$ cat src/rtl/elevator_request_scheduler.sv
// elevator_request_scheduler
// Latches floor calls into a pending bitmap and dispatches target floors to the
// elevator with a LOOK policy. The car keeps its sweep direction while calls lie
// ahead of it and reverses otherwise.
// Optional build macro: ELEV_SCHED_DWELL_EN. When it is defined, the door state
// holds for DWELL_CYCLES clocks. When it is undefined, the door state lasts one
// clock and no dwell counter is built.
//
// state    | meaning
// ---------+---------------------------------------------------------------
// S_IDLE   | no trip in flight; waiting for a pending call
// S_SELECT | one cycle to pick the next target from pending and dir_up
// S_TRAVEL | target dispatched; waiting for the car to go idle at the target
// S_DOOR   | car stopped at a served floor; door open
module elevator_request_scheduler #(
  parameter int NUM_FLOORS   = 10,
  parameter int FLOOR_W      = 4,
  parameter int DWELL_CYCLES = 1000
) (
  input  logic                  clk,
  input  logic                  reset,
  input  logic                  call_valid,
  input  logic [FLOOR_W-1:0]    call_floor,
  input  logic [FLOOR_W-1:0]    current_floor,
  input  logic                  car_idle,
  output logic [FLOOR_W-1:0]    target_floor,
  output logic                  target_valid,
  output logic                  dir_up,
  output logic [NUM_FLOORS-1:0] pending,
  output logic                  call_reject,
  output logic                  door_open
);

  typedef enum logic [1:0] {S_IDLE, S_SELECT, S_TRAVEL, S_DOOR} state_t;

  localparam logic [FLOOR_W:0]      NF  = (FLOOR_W+1)'(NUM_FLOORS);
  localparam logic [NUM_FLOORS-1:0] ONE = {{(NUM_FLOORS-1){1'b0}}, 1'b1};

  state_t                state;
  logic                  call_in_range;
  logic                  cur_in_range;
  logic [NUM_FLOORS-1:0] set_mask;
  logic [NUM_FLOORS-1:0] cur_mask;
  logic [NUM_FLOORS-1:0] tgt_mask;
  logic [NUM_FLOORS-1:0] clr_mask;
  logic                  cur_pending;
  logic                  arrived;
  logic                  door_done;
  logic                  have_up;
  logic                  have_dn;
  logic [FLOOR_W-1:0]    up_floor;
  logic [FLOOR_W-1:0]    dn_floor;

  assign call_in_range = ({1'b0, call_floor} < NF);
  assign cur_in_range  = ({1'b0, current_floor} < NF);
  assign set_mask      = (call_valid && call_in_range) ? (ONE << call_floor) : '0;
  assign cur_mask      = cur_in_range ? (ONE << current_floor) : '0;
  assign tgt_mask      = ONE << target_floor;
  assign cur_pending   = |(pending & cur_mask);
  assign arrived       = car_idle && (current_floor == target_floor);

`ifdef ELEV_SCHED_DWELL_EN
  localparam int DWELL_W = $clog2(DWELL_CYCLES + 1);

  logic [DWELL_W-1:0] dwell_cnt;

  // Dwell timer: it stays at zero outside S_DOOR and counts the cycles spent in S_DOOR.
  always_ff @(posedge clk or posedge reset) begin
    if (reset)
      dwell_cnt <= '0;
    else if (state != S_DOOR)
      dwell_cnt <= '0;
    else
      dwell_cnt <= dwell_cnt + 1'b1;
  end

  assign door_done = (dwell_cnt == DWELL_W'(DWELL_CYCLES - 1));
`else
  logic unused_dwell;
  assign unused_dwell = (DWELL_CYCLES != 0);
  assign door_done    = 1'b1;
`endif

  // Service clears: the floor at which the car stops, the reached target, and any call made at the open door.
  always_comb begin
    clr_mask = '0;
    case (state)
      S_IDLE:   if (cur_pending && car_idle) clr_mask = cur_mask;
      S_TRAVEL: if (arrived) clr_mask = tgt_mask;
      S_DOOR:   clr_mask = cur_mask;
      default:  clr_mask = '0;
    endcase
  end

  // Nearest pending call above the car (lowest such floor) and below it (highest such floor).
  always_comb begin
    have_up  = 1'b0;
    have_dn  = 1'b0;
    up_floor = '0;
    dn_floor = '0;
    for (int i = NUM_FLOORS - 1; i >= 0; i--) begin
      if (pending[i] && (FLOOR_W'(i) > current_floor)) begin
        have_up  = 1'b1;
        up_floor = FLOOR_W'(i);
      end
    end
    for (int i = 0; i < NUM_FLOORS; i++) begin
      if (pending[i] && (FLOOR_W'(i) < current_floor)) begin
        have_dn  = 1'b1;
        dn_floor = FLOOR_W'(i);
      end
    end
  end

  // Pending bitmap and reject flag. A clear beats a set on the same bit, so a call to a served floor is dropped.
  always_ff @(posedge clk or posedge reset) begin
    if (reset) begin
      pending     <= '0;
      call_reject <= 1'b0;
    end else begin
      pending     <= (pending | set_mask) & ~clr_mask;
      call_reject <= call_valid && !call_in_range;
    end
  end

  // LOOK sequencer with registered target, direction and door outputs.
  always_ff @(posedge clk or posedge reset) begin
    if (reset) begin
      state        <= S_IDLE;
      target_floor <= '0;
      target_valid <= 1'b0;
      dir_up       <= 1'b1;
      door_open    <= 1'b0;
    end else begin
      case (state)
        S_IDLE: begin
          if (cur_pending && car_idle) begin
            state     <= S_DOOR;
            door_open <= 1'b1;
          end else if (|pending) begin
            state <= S_SELECT;
          end
        end
        S_SELECT: begin
          if (dir_up) begin
            if (have_up) begin
              target_floor <= up_floor;
              target_valid <= 1'b1;
              state        <= S_TRAVEL;
            end else if (have_dn) begin
              target_floor <= dn_floor;
              target_valid <= 1'b1;
              dir_up       <= 1'b0;
              state        <= S_TRAVEL;
            end else begin
              state <= S_IDLE;
            end
          end else begin
            if (have_dn) begin
              target_floor <= dn_floor;
              target_valid <= 1'b1;
              state        <= S_TRAVEL;
            end else if (have_up) begin
              target_floor <= up_floor;
              target_valid <= 1'b1;
              dir_up       <= 1'b1;
              state        <= S_TRAVEL;
            end else begin
              state <= S_IDLE;
            end
          end
        end
        S_TRAVEL: begin
          if (arrived) begin
            target_valid <= 1'b0;
            door_open    <= 1'b1;
            state        <= S_DOOR;
          end
        end
        S_DOOR: begin
          if (door_done) begin
            door_open <= 1'b0;
            state     <= S_IDLE;
          end
        end
        default: state <= S_IDLE;
      endcase
    end
  end

endmodule

$ cat config.mk
export PLATFORM = sky130hd
export DESIGN_NAME = elevator_request_scheduler
export DESIGN_NICKNAME = d
export VERILOG_FILES = /design/src/rtl/elevator_request_scheduler.sv
export SDC_FILE = /design/constraint.sdc
export NUM_CORES = 1
export LEC_CHECK = 0
export ABC_AREA = 1
export BUFFER_PORTS_ARGS = -buffer_cell sky130_fd_sc_hd__buf_2
export CORE_MARGIN = 2
export CORE_UTILIZATION = 40
export CTS_BUF_LIST = sky130_fd_sc_hd__clkbuf_4
export CTS_CLUSTER_SIZE = 40
export DETAILED_ROUTE_END_ITERATION = 10
export PLACE_DENSITY = 0.68
export SLEW_MARGIN = 20
export SYNTH_ARGS = -nofsm -noshare
export SYNTH_HDL_FRONTEND = slang
export SYNTH_SLANG_ARGS = --single-unit
export TNS_END_PERCENT = 30
$ cat constraint.sdc
create_clock -name clk -period 1.8 [get_ports clk]
set_input_delay 0.36 -clock clk [delete_from_list [all_inputs] [get_ports clk]]
set_output_delay 0.36 -clock clk [all_outputs]
set_load 0.05 [all_outputs]
==> flow_metrics.tcl, run 1 <==
set metrics [dict create \
    finalWeightedCongestion 0.946 \
    finalCriticalPeriod_ns 1.59 \
    grt_max_degree 21 \
    tritoncts_clock_tree "built" \
    die_area_um2 5570 \
    syn_area_um2 2000 \
    floorplan.die.width_um 74.7 \
    seq_area_um2 503 \
    gr-total-overflow 0 \
    multi_input_area_um2 1220 \
    post_synth_mux_area_share_pct 0 \
    crit-reg2reg-capture "target_floor[3]$_DFFE_PP0P_" \
    final.fill_count 501 \
    synth-warning-count 0 \
    timing.setup.tns_ns 0 \
    wirelength_mm 6.03 \
    crit_required_ns 2.01 \
    inserted_clock_buffers 3 \
    final_common_cell "sky130_fd_sc_hd__nand2_1" \
    detailedPlacementHpwl_mm 4.87 \
    postSynthNetCount 345 \
    synth_sequential_area_ratio_pct 25.1 \
    clock_path_buffers 2 \
    setup_viol 0 \
    design.core.area_um2 4750 \
    finish.net_count 403 \
    crit_arrival_ns 1.80 \
    final_cell_mix "sky130_fd_sc_hd__nand2_1, sky130_fd_sc_hd__inv_1, sky130_fd_sc_hd__nor2_1" \
    synth_compound_gate_area_share_pct 11.2 \
    routed_wire_length_per_instance_um 13.2 \
    grt_pass1_wl_mm 9.83 \
    ctsHoldBuffers 0 \
    critical_path_class "reg -> reg" \
    synthesis.instances 333 \
    p_leak_nw 1.30 \
    drt.antenna.violating_nets 0 \
    routing_usage_on_met3_pct 2.28 \
    cap_viol_max_count 0 \
    detailedRoute.firstPassIterationCount 5 \
    synth-xor-area-share_pct 0 \
    max-vdd-ir-drop_mv 0.644 \
    grt_most_used_layer "met2" \
    cts.root.buffer_cell "sky130_fd_sc_hd__clkbuf_4" \
    setup_slack_of_the_most_critical_reg_to_reg_path_ns 0.21 \
    syn_to_final_growth_pct 23.4 \
    slew_headroom_pct 69.8 \
    synth_top_family_by_area "simple AND/OR/NAND/NOR gates" \
    num_vias 2391 \
    final_hold_vio_count 0 \
    die_h_um 74.7 \
    first_global_vias 2093 \
    critical_path_cell_by_cell "inv_1 > nor2_1 > nor2_1 > nand3_2 > nand2_2 > nand2_4 > nand3_1 > o21ai_1 > inv_1" \
    post_cts_buffers 0 \
    critPathCaptureType "flop" \
    slew_viol_final 0 \
    cts_max_level 1 \
    drc_errors 0 \
    final.period_utilization_pct 88.4 \
    detail_route.vias_per_cell 5.23 \
    cts_repair_resize_count 0 \
    status "complete, no violations" \
    syn_area_per_cell_um2 6.00 \
    fp-row-count 25 \
    grt_use_total_pct 23.0 \
    io-pin-count 30 \
    clk-insertion-delay-late_ns 0.32 \
    starting_density_of_the_core_pct 42.0 \
    fin_skew_ns 0.0143 \
    rsz0062_at_grt "false" \
    clkTransAtPathRegs_ns 0.13 \
    critical_path.max_fanout 6 \
    critical-path-slowest-cell "sky130_fd_sc_hd__dfrtp_1" \
    worstMarginPinSlew_ns 0.448 \
    worst_r2r_path_depth 9 \
    worst_r2r_startpoint "pending[1]$_DFF_PP0_" \
    worst_setup_path_start_kind "flop" \
    yosys_register_bits 20 \
    yosys.area_share.simple_pct 49.9 \
    port_buffers 29 \
    fmax_mhz 629 \
    worst_hold_path_type "in -> async" \
    grt.met2_usage_pct 39.1 \
    cts_num_sinks 20 \
    antenna_found_initial 0 \
    powerDensity_nw_per_um2 1590 \
    number_of_violations_reported_at_the_end_of_detailed_routing_iteration_0 164 \
    p_total_mw 3.93 \
    final_layout_size_suffix_gt1_share_pct 24.9 \
    antenna_cells_inserted 0 \
    max_stage_delay_ns 0.46 \
    synth_cell_types 33 \
    synth_adder_area_share_pct 0 \
    groute.layer.met1.usage_pct 31.0 \
]
[metal layers]
| metal | vias to the layer above | part of all wire, % |
|---|---|---|
| met3 | 7 | 4.9 |
| met4 | 0 | 1.5 |
| met1 | 1116 | 45 |
| li1 | 1190 | - |
| met5 | - | 0 |
| met2 | 78 | 48 |
[worst max-delay path by stage]
stage                           startpoint  slack (ns)                          end  cells after the start
2_1_floorplan  target_floor[1]$_DFFE_PP0P_        0.01         pending[2]$_DFF_PP0_                     10
3_3_place_gp              current_floor[3]       -0.09        door_open$_DFFE_PP0P_                     13
3_5_place_dp              current_floor[2]       -0.07        door_open$_DFFE_PP0P_                     13
4_1_cts        target_floor[0]$_DFFE_PP0P_        0.21        door_open$_DFFE_PP0P_                     12
5_1_grt        target_floor[1]$_DFFE_PP0P_        0.01        door_open$_DFFE_PP0P_                     12
6_report              pending[1]$_DFF_PP0_        0.21  target_floor[3]$_DFFE_PP0P_                      9
[kinds of logic (layout without fill, tap and decap cells)]
group,after synthesis,after routing
buffers and inverters,62,119
DFF,20,20
and+or+nand+nor,212,212
AOI/OAI and AO/OA,39,39
[synth_stat cells]
cell                        n  area, um^2
sky130_fd_sc_hd__inv_1     47         176
sky130_fd_sc_hd__dfstp_2    1        26.3
sky130_fd_sc_hd__nor2_8     1        20.0
sky130_fd_sc_hd__buf_2      3        15.0
sky130_fd_sc_hd__nor2_4     4        45.0
sky130_fd_sc_hd__nand2_2    8        50.1
sky130_fd_sc_hd__inv_2      2        7.51
sky130_fd_sc_hd__o211ai_1   2        15.0
sky130_fd_sc_hd__dfrtp_1   19         475
sky130_fd_sc_hd__nor2_1    40         150
sky130_fd_sc_hd__a211oi_2   1        12.5
sky130_fd_sc_hd__a211oi_1   1        7.51
sky130_fd_sc_hd__nand4_1   15        93.8
sky130_fd_sc_hd__a31oi_1    2        12.5
sky130_fd_sc_hd__a31o_2     1        8.76
sky130_fd_sc_hd__nor4_1     2        12.5
sky130_fd_sc_hd__nand3_1   32         160
sky130_fd_sc_hd__buf_4      1        7.51
sky130_fd_sc_hd__nor3_1     9        45.0
sky130_fd_sc_hd__a21boi_2   1        11.3
sky130_fd_sc_hd__nand3_2    3        30.0
sky130_fd_sc_hd__nor3b_1    1        7.51
sky130_fd_sc_hd__o21ai_0   13        65.1
sky130_fd_sc_hd__nor2_2     1        6.26
sky130_fd_sc_hd__clkbuf_1   2        7.51
sky130_fd_sc_hd__inv_4      2        12.5
sky130_fd_sc_hd__a21oi_1   12        60.1
sky130_fd_sc_hd__buf_6      4        45.0
sky130_fd_sc_hd__o21ai_1    5        25.0
sky130_fd_sc_hd__o22ai_1    1        6.26
sky130_fd_sc_hd__nand2_1   94         353
sky130_fd_sc_hd__buf_1      1        3.75
sky130_fd_sc_hd__nand2_4    2        22.5
[worst max-delay path: cells and delay by family (launching register included)]
| kind | cells | cell delay (ns) |
|---|---|---|
| compound gates | 1 | 0.10 |
| buf+inv | 2 | 0.15 |
| flops | 1 | 0.46 |
| simple gates | 6 | 0.77 |
[stage by stage]
step / hold slack (ns) / instances / util (%) / setup slack, ns / instance area, um^2
after floorplan: 0.323 / 333 / - / 0.00989 / 2000
after global placement: 0.400 / 453 / 50.7 / -0.0872 / 2410
after detailed placement: 0.402 / 453 / 50.7 / -0.0737 / 2410
after CTS: 0.0431 / 457 / 51.8 / 0.214 / 2460
after global routing: 0.0706 / 457 / 51.8 / 0.0119 / 2460
final: 0.0398 / 457 / 51.8 / 0.209 / 2460
[report_power, final]
| part | switching (mW) | internal (mW) | total, mW | leakage [nW] |
|---|---|---|---|---|
| registers | 0.348 | 0.658 | 1.01 | 0.227 |
| clock network | 0.155 | 0.225 | 0.380 | 0.0279 |
| logic | 1.77 | 0.771 | 2.54 | 1.05 |
[registers in the layout, summed over array words and instances, names as in the netlist]
register,count
dir_up,1
door_open,1
state,2
pending,10
target_floor,4
call_reject,1
target_valid,1
[cell type report]
class,count,area share [%]
clock inverters,1,1.22
inverters,51,7.97
flip-flops and latches,20,20.4
clock buffers,3,0.914
well taps,67,3.40
repair buffers,64,16.6
multi-input cells,251,49.5
No activity file was read; power rests on OpenSTA's default activity.
==> run 2: changes to the inputs <==
Settings changed: GPL_TIMING_DRIVEN from default to 0.
Clock period 1.8 ns to 1.5 ns, I/O delays scaled along.
==> run 2 against run 1 <==
Against the previous run:
- the flow now finishes with violations (setup timing)
- critical path depth did not move
- worst setup slack got worse by 0.28 ns
- sequential cell count did not move
- die area did not move
- design area rose by 3.8%
- combinational power rose by 38%
- largest power group unchanged
==> flow_metrics.tcl, run 2 (same netlist as run 1, synthesis figures left out) <==
set metrics [dict create \
    status "finished, violations left" \
    violations "setup timing" \
    ctsHoldBuffers 0 \
    crit-reg2reg-capture "pending[2]$_DFF_PP0_" \
    slew_viol_final 0 \
    grt_pass1_wl_mm 9.72 \
    final_hold_vio_count 0 \
    final.setup.worst_slack_ns -0.0705 \
    grt_use_total_pct 22.8 \
    number_of_violations_reported_at_the_end_of_detailed_routing_iteration_0 227 \
    die_area_um2 5570 \
    design.core.area_um2 4750 \
    max-vdd-ir-drop_mv 0.900 \
    crit_path_start "target_floor[0]$_DFFE_PP0P_" \
    rsz0062_at_grt "true" \
    worst_r2r_startpoint "target_floor[0]$_DFFE_PP0P_" \
    detailedPlacementHpwl_mm 4.42 \
    postPlaceCellArea_um2 2230 \
    clk-insertion-delay-late_ns 0.31 \
    top_register "pending" \
    num_vias 2323 \
    reg_top3 "pending (10), target_floor (4), state (2)" \
    finish.net_count 391 \
    final.fill_count 496 \
    finalCriticalPeriod_ns 1.57 \
    starting_density_of_the_core_pct 42.0 \
    setup_viol 11 \
    tritoncts_clock_tree "built" \
    final_cell_mix "sky130_fd_sc_hd__nand2_1, sky130_fd_sc_hd__inv_1, sky130_fd_sc_hd__nor2_1" \
    clkTransAtPathRegs_ns 0.12 \
    inserted_clock_buffers 3 \
    floorplan.die.width_um 74.7 \
    fin_area_um2 2560 \
    slew_headroom_pct 47.5 \
    p_total_mw 4.96 \
    crit_arrival_ns 1.78 \
    detailedRoute.firstPassIterationCount 4 \
    port_buffers 26 \
    powerDensity_nw_per_um2 1940 \
    worst_r2r_path_depth 9 \
    grt_max_degree 21 \
    drc_errors 0 \
    worst_slack_on_hold_paths_ns 0.116 \
    fmax_mhz 637 \
    worstMarginPinSlew_ns 0.786 \
    crit_required_ns 1.71 \
    multi_input_area_um2 1380 \
    largest_register_ffs 10 \
    routed_wire_length_per_instance_um 13.5 \
    seq_area_um2 517 \
    clock_path_buffers 2 \
    fin_skew_ns 0.00200 \
    critical_path_class "reg -> reg" \
    antenna_found_initial 0 \
    final_common_cell "sky130_fd_sc_hd__nand2_1" \
    fp-row-count 25 \
    detail_route.vias_per_cell 5.22 \
    setup_slack_of_the_most_critical_reg_to_reg_path_ns -0.07 \
    finalWeightedCongestion 0.944 \
    wirelength_mm 6.02 \
    critPathCaptureType "flop" \
    first_global_vias 2087 \
    final_layout_size_suffix_gt1_share_pct 34.1 \
    io-pin-count 30 \
    worst_hold_path_type "in -> async" \
    die_h_um 74.7 \
    cts_max_level 1 \
    cts.root.buffer_cell "sky130_fd_sc_hd__clkbuf_4" \
    critical_path.max_fanout 5 \
    syn_to_final_growth_pct 28.0 \
    cts_num_sinks 20 \
    p_leak_nw 1.26 \
    drt.antenna.violating_nets 0 \
    worst_setup_path_start_kind "flop" \
    gr-total-overflow 0 \
    cap_viol_max_count 0 \
    antenna_cells_inserted 0 \
    final.period_utilization_pct 105 \
]
## run 2: cell count changes in the layout (fill, tap and decap cells not counted), sizes merged
cell,delta
clkinv,+1
buf,-14
bufinv,-1
clkbuf,+2
## run 2: cell type report
| class | count | share of cell area, % |
|---|---|---|
| flip-flops and latches | 20 | 20.2 |
| well taps | 67 | 3.28 |
| multi-input cells | 251 | 54.0 |
| repair buffers | 41 | 9.74 |
| inverters | 51 | 7.98 |
| plain buffers | 11 | 3.77 |
| clock buffers | 3 | 0.881 |
| clock inverters | 1 | 0.147 |
## run 2: worst max-delay path: stages (launching register included)
cell and delay [ns]:
sky130_fd_sc_hd__dfrtp_2 0.46, sky130_fd_sc_hd__nand2_2 0.07, sky130_fd_sc_hd__nand3_2 0.09, sky130_fd_sc_hd__a211oi_4 0.28
sky130_fd_sc_hd__buf_6 0.18, sky130_fd_sc_hd__nand3_1 0.09, sky130_fd_sc_hd__o21ai_1 0.16, sky130_fd_sc_hd__inv_1 0.05
sky130_fd_sc_hd__nand2_1 0.05, sky130_fd_sc_hd__nor2_1 0.04
## run 2: where the power goes
group | total (mW) | internal [mW] | leakage, nW | switching [mW]
logic | 3.50 | 1.11 | 1.02 | 2.39
clock network | 0.274 | 0.0972 | 0.0154 | 0.177
registers | 1.18 | 0.822 | 0.218 | 0.363
total | 4.96 | 2.03 | 1.26 | 2.93
## run 2: through the flow
stage | setup slack (ns) | std cells | util [%] | setup TNS [ns]
6_report | -0.0705 | 445 | 53.8 | -0.400
2_1_floorplan | -0.0421 | 333 | - | -0.338
3_3_place_gp | -0.221 | 426 | 46.8 | -3.26
4_1_cts | -0.0341 | 437 | 49.6 | -0.0708
3_5_place_dp | -0.229 | 426 | 46.8 | -3.35
5_1_grt | -0.152 | 445 | 53.8 | -1.78
## run 2: timing repair
| item | CTS | global route |
|---|---|---|
| resized for setup | 20 | 41 |
| setup buffers | 6 | 8 |
| endpoints found under the hold margin | 0 | 0 |
| pin swaps | 5 | 13 |
| gates cloned | 1 | 0 |
| endpoints found under the setup margin | 15 | 20 |
## run 2: how the worst max path moves through the flow
stage                                  endpoint  slack (ns)
floorplan                  pending[6]$_DFF_PP0_       -0.04
global placement           pending[9]$_DFF_PP0_       -0.22
detailed placement  target_floor[3]$_DFFE_PP0P_       -0.23
CTS                 target_floor[1]$_DFFE_PP0P_       -0.03
global route               pending[5]$_DFF_PP0_       -0.15
finish                     pending[2]$_DFF_PP0_       -0.07
## run 2: routing by layer
| metal | wire length (um) | track usage (%) |
|---|---|---|
| met1 | 2740 | 32.4 |
| met2 | 2870 | 36.6 |
| met3 | 341 | 2.95 |
| met4 | 70 | 6.35 |
| met5 | 0 | 0 |
==> run 3: changes to the inputs <==
==> constraint.sdc (replaced) <==
create_clock -name clk -period 1.5 [get_ports clk]
set_input_delay 0.075 -clock clk [delete_from_list [all_inputs] [get_ports clk]]
set_output_delay 0.075 -clock clk [all_outputs]
set_load 0.05 [all_outputs]
==> run 3 against run 2 <==
Against the previous run:
- the flow still finishes with violations (setup timing)
- global-route usage is essentially flat
- first-iteration DRC count fell by 2.2%
- total power down 1.1%
- design area fell by 0.88%
- combinational power decreased by 1%
- non-clock buffer count shrank 2
- utilization shrank 0.47 points
- critical path depth unchanged
- sequential share of layout area up 0.18 points
- critical endpoint is now pending[7]$_DFF_PP0_
- sequential power about the same
==> flow_metrics.tcl, run 3 (same netlist as run 1, synthesis figures left out) <==
set metrics [dict create \
    clock_path_buffers 2 \
    starting_density_of_the_core_pct 42.0 \
    fp-row-count 25 \
    drt.antenna.violating_nets 0 \
    num_vias 2317 \
    number_of_violations_reported_at_the_end_of_detailed_routing_iteration_0 222 \
    wirelength_mm 5.98 \
    final.period_utilization_pct 106 \
    p_comb_share_pct 70.3 \
    powerDensity_nw_per_um2 1940 \
    cap_viol_max_count 0 \
    antenna_cells_inserted 0 \
    grt_pass1_wl_mm 9.74 \
    io-pin-count 30 \
    fmax_mhz 630 \
    routed_wire_length_per_instance_um 13.5 \
    postPlaceCellArea_um2 2230 \
    final.setup.worst_slack_ns -0.0879 \
    clkTransAtPathRegs_ns 0.12 \
    worstMarginPinSlew_ns 0.786 \
    worst_setup_path_start_kind "flop" \
    finalCriticalPeriod_ns 1.59 \
    final.fill_count 498 \
    finish.net_count 389 \
    die_h_um 74.7 \
    crit_required_ns 1.71 \
    stdcell_count 443 \
    fin_area_um2 2530 \
    p_leak_nw 1.24 \
    crit-reg2reg-capture "pending[7]$_DFF_PP0_" \
    max-vdd-ir-drop_mv 0.889 \
    crit_arrival_ns 1.80 \
    grt_max_degree 21 \
    inserted_clock_buffers 3 \
    worst_r2r_path_depth 9 \
    power_frac_clock_pct 5.7 \
    detail_route.vias_per_cell 5.23 \
    worst_hold_path_type "in -> reg" \
    critical_path_class "reg -> reg" \
    drc_errors 0 \
    final_cell_mix "sky130_fd_sc_hd__nand2_1, sky130_fd_sc_hd__inv_1, sky130_fd_sc_hd__nor2_1" \
    timing.hold.worst.start "call_valid" \
    final_hold_vio_count 0 \
    cts.root.buffer_cell "sky130_fd_sc_hd__clkbuf_4" \
    fin_skew_ns 0.00171 \
    status "finished, violations left" \
    rsz0062_at_grt "true" \
    gr-total-overflow 0 \
    die_area_um2 5570 \
    reg_top3 "pending (10), target_floor (4), state (2)" \
    finalWeightedCongestion 0.944 \
    internal_power_mw 1.98 \
    violations "setup timing" \
    hold_path_end "call_reject$_DFF_PP0_" \
    top_register "pending" \
    critPathCaptureType "flop" \
    largest_register_ffs 10 \
    slew_headroom_pct 47.6 \
    worst_r2r_startpoint "target_floor[0]$_DFFE_PP0P_" \
    placed_cells_incl_taps 426 \
    grt_use_total_pct 22.8 \
    clk-insertion-delay-late_ns 0.31 \
    timing.hold.worst_path_depth 3 \
    tritoncts_clock_tree "built" \
    setup_slack_of_the_most_critical_reg_to_reg_path_ns -0.09 \
    dp_slack_ns -0.140 \
    switching_share_pct 59.6 \
    power.share.sequential_pct 24.1 \
    detailedRoute.firstPassIterationCount 5 \
    port_buffers 26 \
    worst_slack_on_hold_paths_ns 0.00583 \
    floorplan.die.width_um 74.7 \
    net-switching-power_mw 2.92 \
    first_global_vias 2090 \
    syn_to_final_growth_pct 26.9 \
    cts_max_level 1 \
    final_layout_size_suffix_gt1_share_pct 33.0 \
    cts_num_sinks 20 \
    critical_path.max_fanout 5 \
    setup_viol 11 \
    detailedPlacementHpwl_mm 4.42 \
    antenna_found_initial 0 \
    final_common_cell "sky130_fd_sc_hd__nand2_1" \
    slew_viol_final 0 \
    design.core.area_um2 4750 \
]
-- run 3: critical path, stage by stage (launching register included) --
cell and delay (ns):
sky130_fd_sc_hd__dfrtp_2 0.46, sky130_fd_sc_hd__nand2_2 0.07, sky130_fd_sc_hd__nand3_2 0.09, sky130_fd_sc_hd__a211oi_4 0.28, sky130_fd_sc_hd__buf_6 0.18, sky130_fd_sc_hd__nand3_2 0.08
sky130_fd_sc_hd__o21ai_1 0.14, sky130_fd_sc_hd__inv_1 0.05, sky130_fd_sc_hd__nand2_1 0.08, sky130_fd_sc_hd__nor2_1 0.06
-- run 3: layout make-up --
type                            count  area, um^2  area share (%)
Tap cell                           67        83.8            3.31
Clock inverter                      1        3.75           0.148
Clock buffer                        3        22.5           0.889
Timing Repair Buffer               39         234            9.23
Sequential cell                    20         517            20.4
Inverter                           51         204            8.05
Multi-Input combinational cell    251        1370            54.2
Buffer                             11        95.1            3.75
-- run 3: worst max-delay path by stage --
stage,startpoint,endpoint,slack (ns),cells after the start
floorplan,target_floor[2]$_DFFE_PP0P_,pending[6]$_DFF_PP0_,-0.04,9
global placement,target_floor[2]$_DFFE_PP0P_,pending[7]$_DFF_PP0_,-0.12,9
detailed placement,state[0]$_DFFE_PP0P_,pending[1]$_DFF_PP0_,-0.14,7
CTS,pending[4]$_DFF_PP0_,target_floor[1]$_DFFE_PP0P_,-0.03,12
global route,target_floor[1]$_DFFE_PP0P_,pending[5]$_DFF_PP0_,-0.15,10
finish,target_floor[0]$_DFFE_PP0P_,pending[7]$_DFF_PP0_,-0.09,9
-- run 3: power by group through the flow --
stage / clock, mW / sequential, mW / combinational (mW)
4_1_cts: 0.280 / 1.17 / 3.10
5_1_grt: 0.306 / 1.22 / 3.76
6_report: 0.277 / 1.18 / 3.45
3_5_place_dp: 0 / 1.20 / 2.84
2_1_floorplan: 0 / 1.84 / 1.51
3_3_place_gp: 0 / 1.20 / 2.82
-- run 3: routing by layer --
layer | GRT usage (%) | routed length [um] | part of all wire [%]
met3 | 2.95 | 375 | 6.3
met4 | 6.35 | 76 | 1.3
met2 | 36.6 | 2870 | 48
met1 | 32.5 | 2660 | 44
met5 | 0 | 0 | 0
-- run 3: repair_timing --
item / 4_1_cts / 5_1_grt
hold endpoints to repair: 19 / 0
pin swaps: 5 / 13
cloned: 1 / 0
endpoints found under the setup margin: 15 / 19
hold buffers: 1 / 0
resized for setup: 20 / 36
buffers inserted: 6 / 5
-- run 3: metrics by stage --
| stage | power [mW] | util, % | TNS (ns) |
|---|---|---|---|
| after floorplan | 3.35 | - | -0.338 |
| final | 4.91 | 53.3 | -0.481 |
| after CTS | 4.55 | 49.8 | -0.0708 |
| after detailed placement | 4.04 | 46.8 | -1.13 |
| after global routing | 5.28 | 53.3 | -1.79 |
| after global placement | 4.02 | 46.8 | -0.913 |
